[src/rtl/stopwatch_control_core.sv]
// Stopwatch control: start/stop/lap/clear FSM driving an MM:SS.cc BCD counter
// advanced by a 100 Hz tick enable, with a lap-freeze register for the display.
module stopwatch_control_core #(
  parameter int unsigned MINUTES_MAX = 59
) (
  input  logic        clk_ms,
  input  logic        reset_n,
  input  logic        tick_10ms,
  input  logic        start_stop,
  input  logic        lap,
  input  logic        clear,
  output logic [23:0] disp_bcd,
  output logic        running,
  output logic        frozen,
  output logic        overflow,
  output logic [2:0]  dbg_state
);

  localparam logic [2:0] S_IDLE     = 3'd0;
  localparam logic [2:0] S_RUN      = 3'd1;
  localparam logic [2:0] S_STOP     = 3'd2;
  localparam logic [2:0] S_LAP      = 3'd3;
  localparam logic [2:0] S_LAP_STOP = 3'd4;

  localparam logic [3:0] MAX_HI = 4'(MINUTES_MAX / 10);
  localparam logic [3:0] MAX_LO = 4'(MINUTES_MAX % 10);

  logic [2:0]  r_state;
  logic [23:0] r_count;
  logic [23:0] r_lap;
  logic        r_overflow;

  logic [2:0]  w_state_nxt;
  logic        w_lap_take;
  logic        w_counting;
  logic        w_inc;
  logic [23:0] w_count_inc;
  logic        w_wrap;

  logic [3:0] w_m_hi, w_m_lo, w_s_hi, w_s_lo, w_cs_hi, w_cs_lo;

  assign w_m_hi  = r_count[23:20];
  assign w_m_lo  = r_count[19:16];
  assign w_s_hi  = r_count[15:12];
  assign w_s_lo  = r_count[11:8];
  assign w_cs_hi = r_count[7:4];
  assign w_cs_lo = r_count[3:0];

  // Counting is decided by the state before this edge's transition.
  assign w_counting = (r_state == S_RUN) || (r_state == S_LAP);
  assign w_inc      = tick_10ms && w_counting;

  // Next-state decode; clear is handled in the register block and wins over both.
  always_comb begin
    w_state_nxt = r_state;
    w_lap_take  = 1'b0;
    case (r_state)
      S_IDLE: begin
        if (start_stop) w_state_nxt = S_RUN;
      end
      S_RUN: begin
        if (start_stop) begin
          w_state_nxt = S_STOP;
        end else if (lap) begin
          w_state_nxt = S_LAP;
          w_lap_take  = 1'b1;
        end
      end
      S_STOP: begin
        if (start_stop) w_state_nxt = S_RUN;
      end
      S_LAP: begin
        if (start_stop) begin
          w_state_nxt = S_LAP_STOP;
        end else if (lap) begin
          w_lap_take  = 1'b1;
        end
      end
      S_LAP_STOP: begin
        if (start_stop) begin
          w_state_nxt = S_LAP;
        end else if (lap) begin
          w_state_nxt = S_STOP;
        end
      end
      default: begin
        w_state_nxt = S_IDLE;
      end
    endcase
  end

  // BCD ripple increment; the minutes field wraps at MINUTES_MAX:59.99.
  always_comb begin
    w_count_inc = r_count;
    w_wrap      = 1'b0;
    if (w_cs_lo != 4'd9) begin
      w_count_inc[3:0] = w_cs_lo + 4'd1;
    end else begin
      w_count_inc[3:0] = 4'd0;
      if (w_cs_hi != 4'd9) begin
        w_count_inc[7:4] = w_cs_hi + 4'd1;
      end else begin
        w_count_inc[7:4] = 4'd0;
        if (w_s_lo != 4'd9) begin
          w_count_inc[11:8] = w_s_lo + 4'd1;
        end else begin
          w_count_inc[11:8] = 4'd0;
          if (w_s_hi != 4'd5) begin
            w_count_inc[15:12] = w_s_hi + 4'd1;
          end else begin
            w_count_inc[15:12] = 4'd0;
            if ((w_m_hi == MAX_HI) && (w_m_lo == MAX_LO)) begin
              w_count_inc[23:16] = 8'h00;
              w_wrap             = 1'b1;
            end else if (w_m_lo != 4'd9) begin
              w_count_inc[19:16] = w_m_lo + 4'd1;
            end else begin
              w_count_inc[19:16] = 4'd0;
              w_count_inc[23:20] = w_m_hi + 4'd1;
            end
          end
        end
      end
    end
  end

  always_ff @(posedge clk_ms) begin
    if (!reset_n || clear) begin
      r_state    <= S_IDLE;
      r_count    <= 24'h000000;
      r_lap      <= 24'h000000;
      r_overflow <= 1'b0;
    end else begin
      r_state <= w_state_nxt;
      if (w_inc) begin
        r_count <= w_count_inc;
        if (w_wrap) r_overflow <= 1'b1;
      end
      // Latch the pre-increment value even when a tick lands on the same edge.
      if (w_lap_take) r_lap <= r_count;
    end
  end

  assign running   = (r_state == S_RUN) || (r_state == S_LAP);
  assign frozen    = (r_state == S_LAP) || (r_state == S_LAP_STOP);
  assign disp_bcd  = frozen ? r_lap : r_count;
  assign overflow  = r_overflow;
  assign dbg_state = r_state;

endmodule

[config.mk]
export PLATFORM = sky130hd
export DESIGN_NAME = stopwatch_control_core
export DESIGN_NICKNAME = d
export VERILOG_FILES = /design/src/rtl/stopwatch_control_core.sv
export SDC_FILE = /design/constraint.sdc
export NUM_CORES = 1
export LEC_CHECK = 0
export ABC_CLOCK_PERIOD_IN_PS = 2650
export BUFFER_PORTS_ARGS = -buffer_cell sky130_fd_sc_hd__buf_4
export CORE_UTILIZATION = 40
export DETAILED_ROUTE_END_ITERATION = 7
export HOLD_SLACK_MARGIN = 0.15
export PLACE_DENSITY = 0.58
export SLEW_MARGIN = 20
export SYNTH_ARGS = -nofsm -noshare
export SYNTH_HDL_FRONTEND = slang
export SYNTH_SLANG_ARGS = --single-unit
[constraint.sdc]
create_clock -name clk_ms -period 2.65 [get_ports clk_ms]
set_input_delay 0.3975 -clock clk_ms [delete_from_list [all_inputs] [get_ports clk_ms]]
set_output_delay 0.3975 -clock clk_ms [all_outputs]
set_load 0.05 [all_outputs]
==> run_results.csv <==
group,metric,value,unit
clock_network,cts.clk_slew.worst_paths,0.08,ns
routing,routed_wirelength,5478,um
placed_design,dp.final_hpwl,3577,um
clock_network,insertion_delay,0.30,ns
pwr,p_leak,1.158,nW
yosys,yosysTopAreaCell,"dfxtp_1",
routing,num_vias,2189,
placed_design,io_buffers,35,
yosys,synth_cell_types,42,
yosys,avgSynthCellArea,8.408,sq um
worst_setup_path,endpoint,"disp_bcd[23]",
worst_setup_path,worstPathMaxFanout,13,
clock_network,clock_tree.htree_level_count,2,
timing,max_freq,0.4093,GHz
run,cap_violations,0,
routing,wl_per_cell,13.20,um
yosys,ys_seq_area_share,39.43,%
worst_setup_path,rr_startpoint,"r_count[1]",
pwr,p_total,0.001362,W
routing,via_per_inst,5.275,
floorplanning,die_area,6929,sq um
floorplanning,initial_core_util,41.58,%
worst_setup_path,crit_path_start_kind,"flip-flop",
worst_setup_path,required,2.25,ns
yosys,synth_top_area_share,39.43,%
timing,hold_ws,0.4014,ns
timing,layout_setup_ws,0.2067,ns
pwr,power.density,446.7,nW/um^2
layout,drive_above_1_share,18.05,%
floorplanning,num_io_pins,36,
yosys,synth_xor_area_share,2.654,%
yosys,syn_area,2640,sq um
placed_design,gp_congestion,0.7296,
clock_network,cts-resized-gates,1,
global_route,antenna_found_initial,0,
clock_network,clock_path_buffers,2,
global_route,grt_usage,16.18,%
clock_network,cts_tree,"done",
timing,fin_crit_sh,92.20,%
pwr,vdd_drop_max,231.6,uV
yosys,synth_fa_ha_area_share,1.896,%
timing,setup_viol,0,
layout,area_growth,15.50,%
timing,rsz0062_at_grt,"no",
worst_setup_path,end_kind,"primary output",
yosys,yosysWarnings,0,
layout,antenna-diode-count,0,
worst_hold_path,hp-class,"input port to flip-flop",
global_route,grt_max_degree,32,
placed_design,pre_cts_ws,0.3011,ns
floorplanning,die_y,83.24,um
timing,fin_skew,0.006763,ns
timing,hold_viol,0,
yosys,syn_nets,324,
yosys,yosys_register_bits,52,
clock_network,clock-root-buffer,"clkbuf_8",
worst_setup_path,worstSetupPathType,"flip-flop to primary output",
yosys,synthCells,314,
routing,dr.pass1.iters,4,
floorplanning,num_rows,29,
clock_network,cts.sinks,52,
global_route,grt_pass1_wl,9252,um
routing,ant_nets,0,
timing,slew_headroom,56.19,%
timing,slew_viol_final,0,
floorplanning,core_area,6350,sq um
yosys,synth_compound_area_share,13.60,%
layout,finalNetCount,349,
floorplanning,dieWidth,83.24,um
timing,min_period,2.443,ns
yosys,synth_top_family_by_area,"simple AND/OR/NAND/NOR gates",
clock_network,holdBufCountCts,0,
global_route,overflow,0,
timing,tightestPinTransition,0.6572,ns
layout,postLayoutCoreUtil,48.02,%
clock_network,cts_buffers,5,
worst_setup_path,rrSetupSlack,0.64,ns
worst_setup_path,arrival,2.05,ns
yosys,synth_mux_area_share,11.00,%
global_route,grt_pass1_vias,1983,
routing,route.detailed.drc,0,
yosys,synthSimpleGateAreaFrac,25.73,%
worst_setup_path,startpoint,"dbg_state[1]",
run_status,status,"finished clean",
routing,drt_iter0_drc,49,
clock_network,post_cts_buffers,0,
worst_setup_path,r2r_cells,4,
yosys,synth_area_leaders,"dfxtp_1 (39%), a21oi_1 (8.7%), nand2_1 (8.5%)",
timing,tns,0,ns
worst_setup_path,reg2reg_to,"r_count[17]",
## cell usage after synthesis
cell type  number
dfxtp_1        52
clkbuf_1       10
mux2_1         19
nor3b_2         1
ha_1            4
a32oi_1         1
nand4_4         2
or3_1           2
and4bb_2        2
nand4_1         6
a31o_2          1
xnor2_1         2
mux2_2          5
xor2_1          6
mux2i_1         2
and4b_2         1
buf_6           3
nand3b_1        2
buf_2           9
a31oi_1         1
and3b_1         3
nand2b_1        1
nor3b_1         2
or4_1           6
and4_1          2
nand3_1         4
o22ai_1         1
o21ai_1         7
nor2b_1        10
nand2_1        60
o21ai_0         5
a31o_1          1
nand4b_1        2
o31ai_1         3
buf_1           1
nor4_1          1
o211ai_1        1
inv_1           8
nor2_1         17
nor3_1          1
and4bb_1        1
a21oi_1        46
## cell usage in the layout, fill, tap and decap left out, types with 8 or more instances in the layout
| master | instances |
|---|---|
| a21oi_1 | 46 |
| nor2_1 | 17 |
| nor2b_1 | 10 |
| inv_1 | 8 |
| mux2_1 | 19 |
| nand2_1 | 60 |
| dfxtp_1 | 52 |
| buf_4 | 40 |
## how the worst min path moves through the flow
| stage | start | endpoint | slack [ns] | cells past startpoint |
|---|---|---|---|---|
| CTS | start_stop | dbg_state[0] | 0.39 | 3 |
| detailed placement | r_lap[15] | r_lap[15] | 0.44 | 2 |
| global placement | r_lap[17] | r_lap[17] | 0.44 | 2 |
| floorplan | r_lap[0] | r_lap[0] | 0.43 | 2 |
| global route | start_stop | dbg_state[0] | 0.41 | 3 |
| finish | start_stop | dbg_state[0] | 0.40 | 3 |
## critical path, stage by stage (launching register included)
cell and delay [ns]:
dfxtp_1 0.45, nand2_1 0.12, o21ai_4 0.43, buf_12 0.22
mux2_2 0.34, buf_4 0.19
## routing by layer
| layer | global-route usage (%) | share of wire, % | vias up |
|---|---|---|---|
| li1 | - | - | 1139 |
| met1 | 21.04 | 50 | 1013 |
| met2 | 26.68 | 46 | 31 |
| met3 | 3.380 | 2.9 | 6 |
| met4 | 5.329 | 1.0 | 0 |
| met5 | 0 | 0 | - |
## kinds of logic after synthesis
family                   Yosys count
multiplexers                      26
adder cells (fa/ha/maj)            4
AND/OR/NAND/NOR                  126
AO/OA/AOI/OAI                     67
flip-flops                        52
buffers and inverters             31
XOR/XNOR                           8
## flip-flops by register name, summed over array words and instances (netlist names)
signal / flops
r_count: 24
dbg_state: 3
r_lap: 24
overflow: 1
## stage by stage
step           area [sq um]  cells
2_1_floorplan          2643    314
3_3_place_gp           2943    409
3_5_place_dp           2943    409
4_1_cts                3049    415
5_1_grt                3049    415
6_report               3049    415
## final cells by class
| cell class | count | area [sq um] |
|---|---|---|
| fill | 626 | 3301 |
| multi-input combinational | 231 | 1463 |
| sequential | 52 | 1041 |
| timing repair buffer | 41 | 320.3 |
| tap | 77 | 96.34 |
| clock buffer | 5 | 68.82 |
| clock inverter | 1 | 30.03 |
| inverter | 8 | 30.03 |
## report_power, final
| group | internal [W] | leakage, nW | switching, W |
|---|---|---|---|
| clock network | 0.000271 | 0.0501 | 0.000243 |
| logic | 0.0000203 | 0.689 | 0.0000434 |
| registers | 0.000782 | 0.419 | 0.00000180 |
| total | 0.00107 | 1.16 | 0.000288 |
Note: power is estimated with default switching activity, not from simulation.
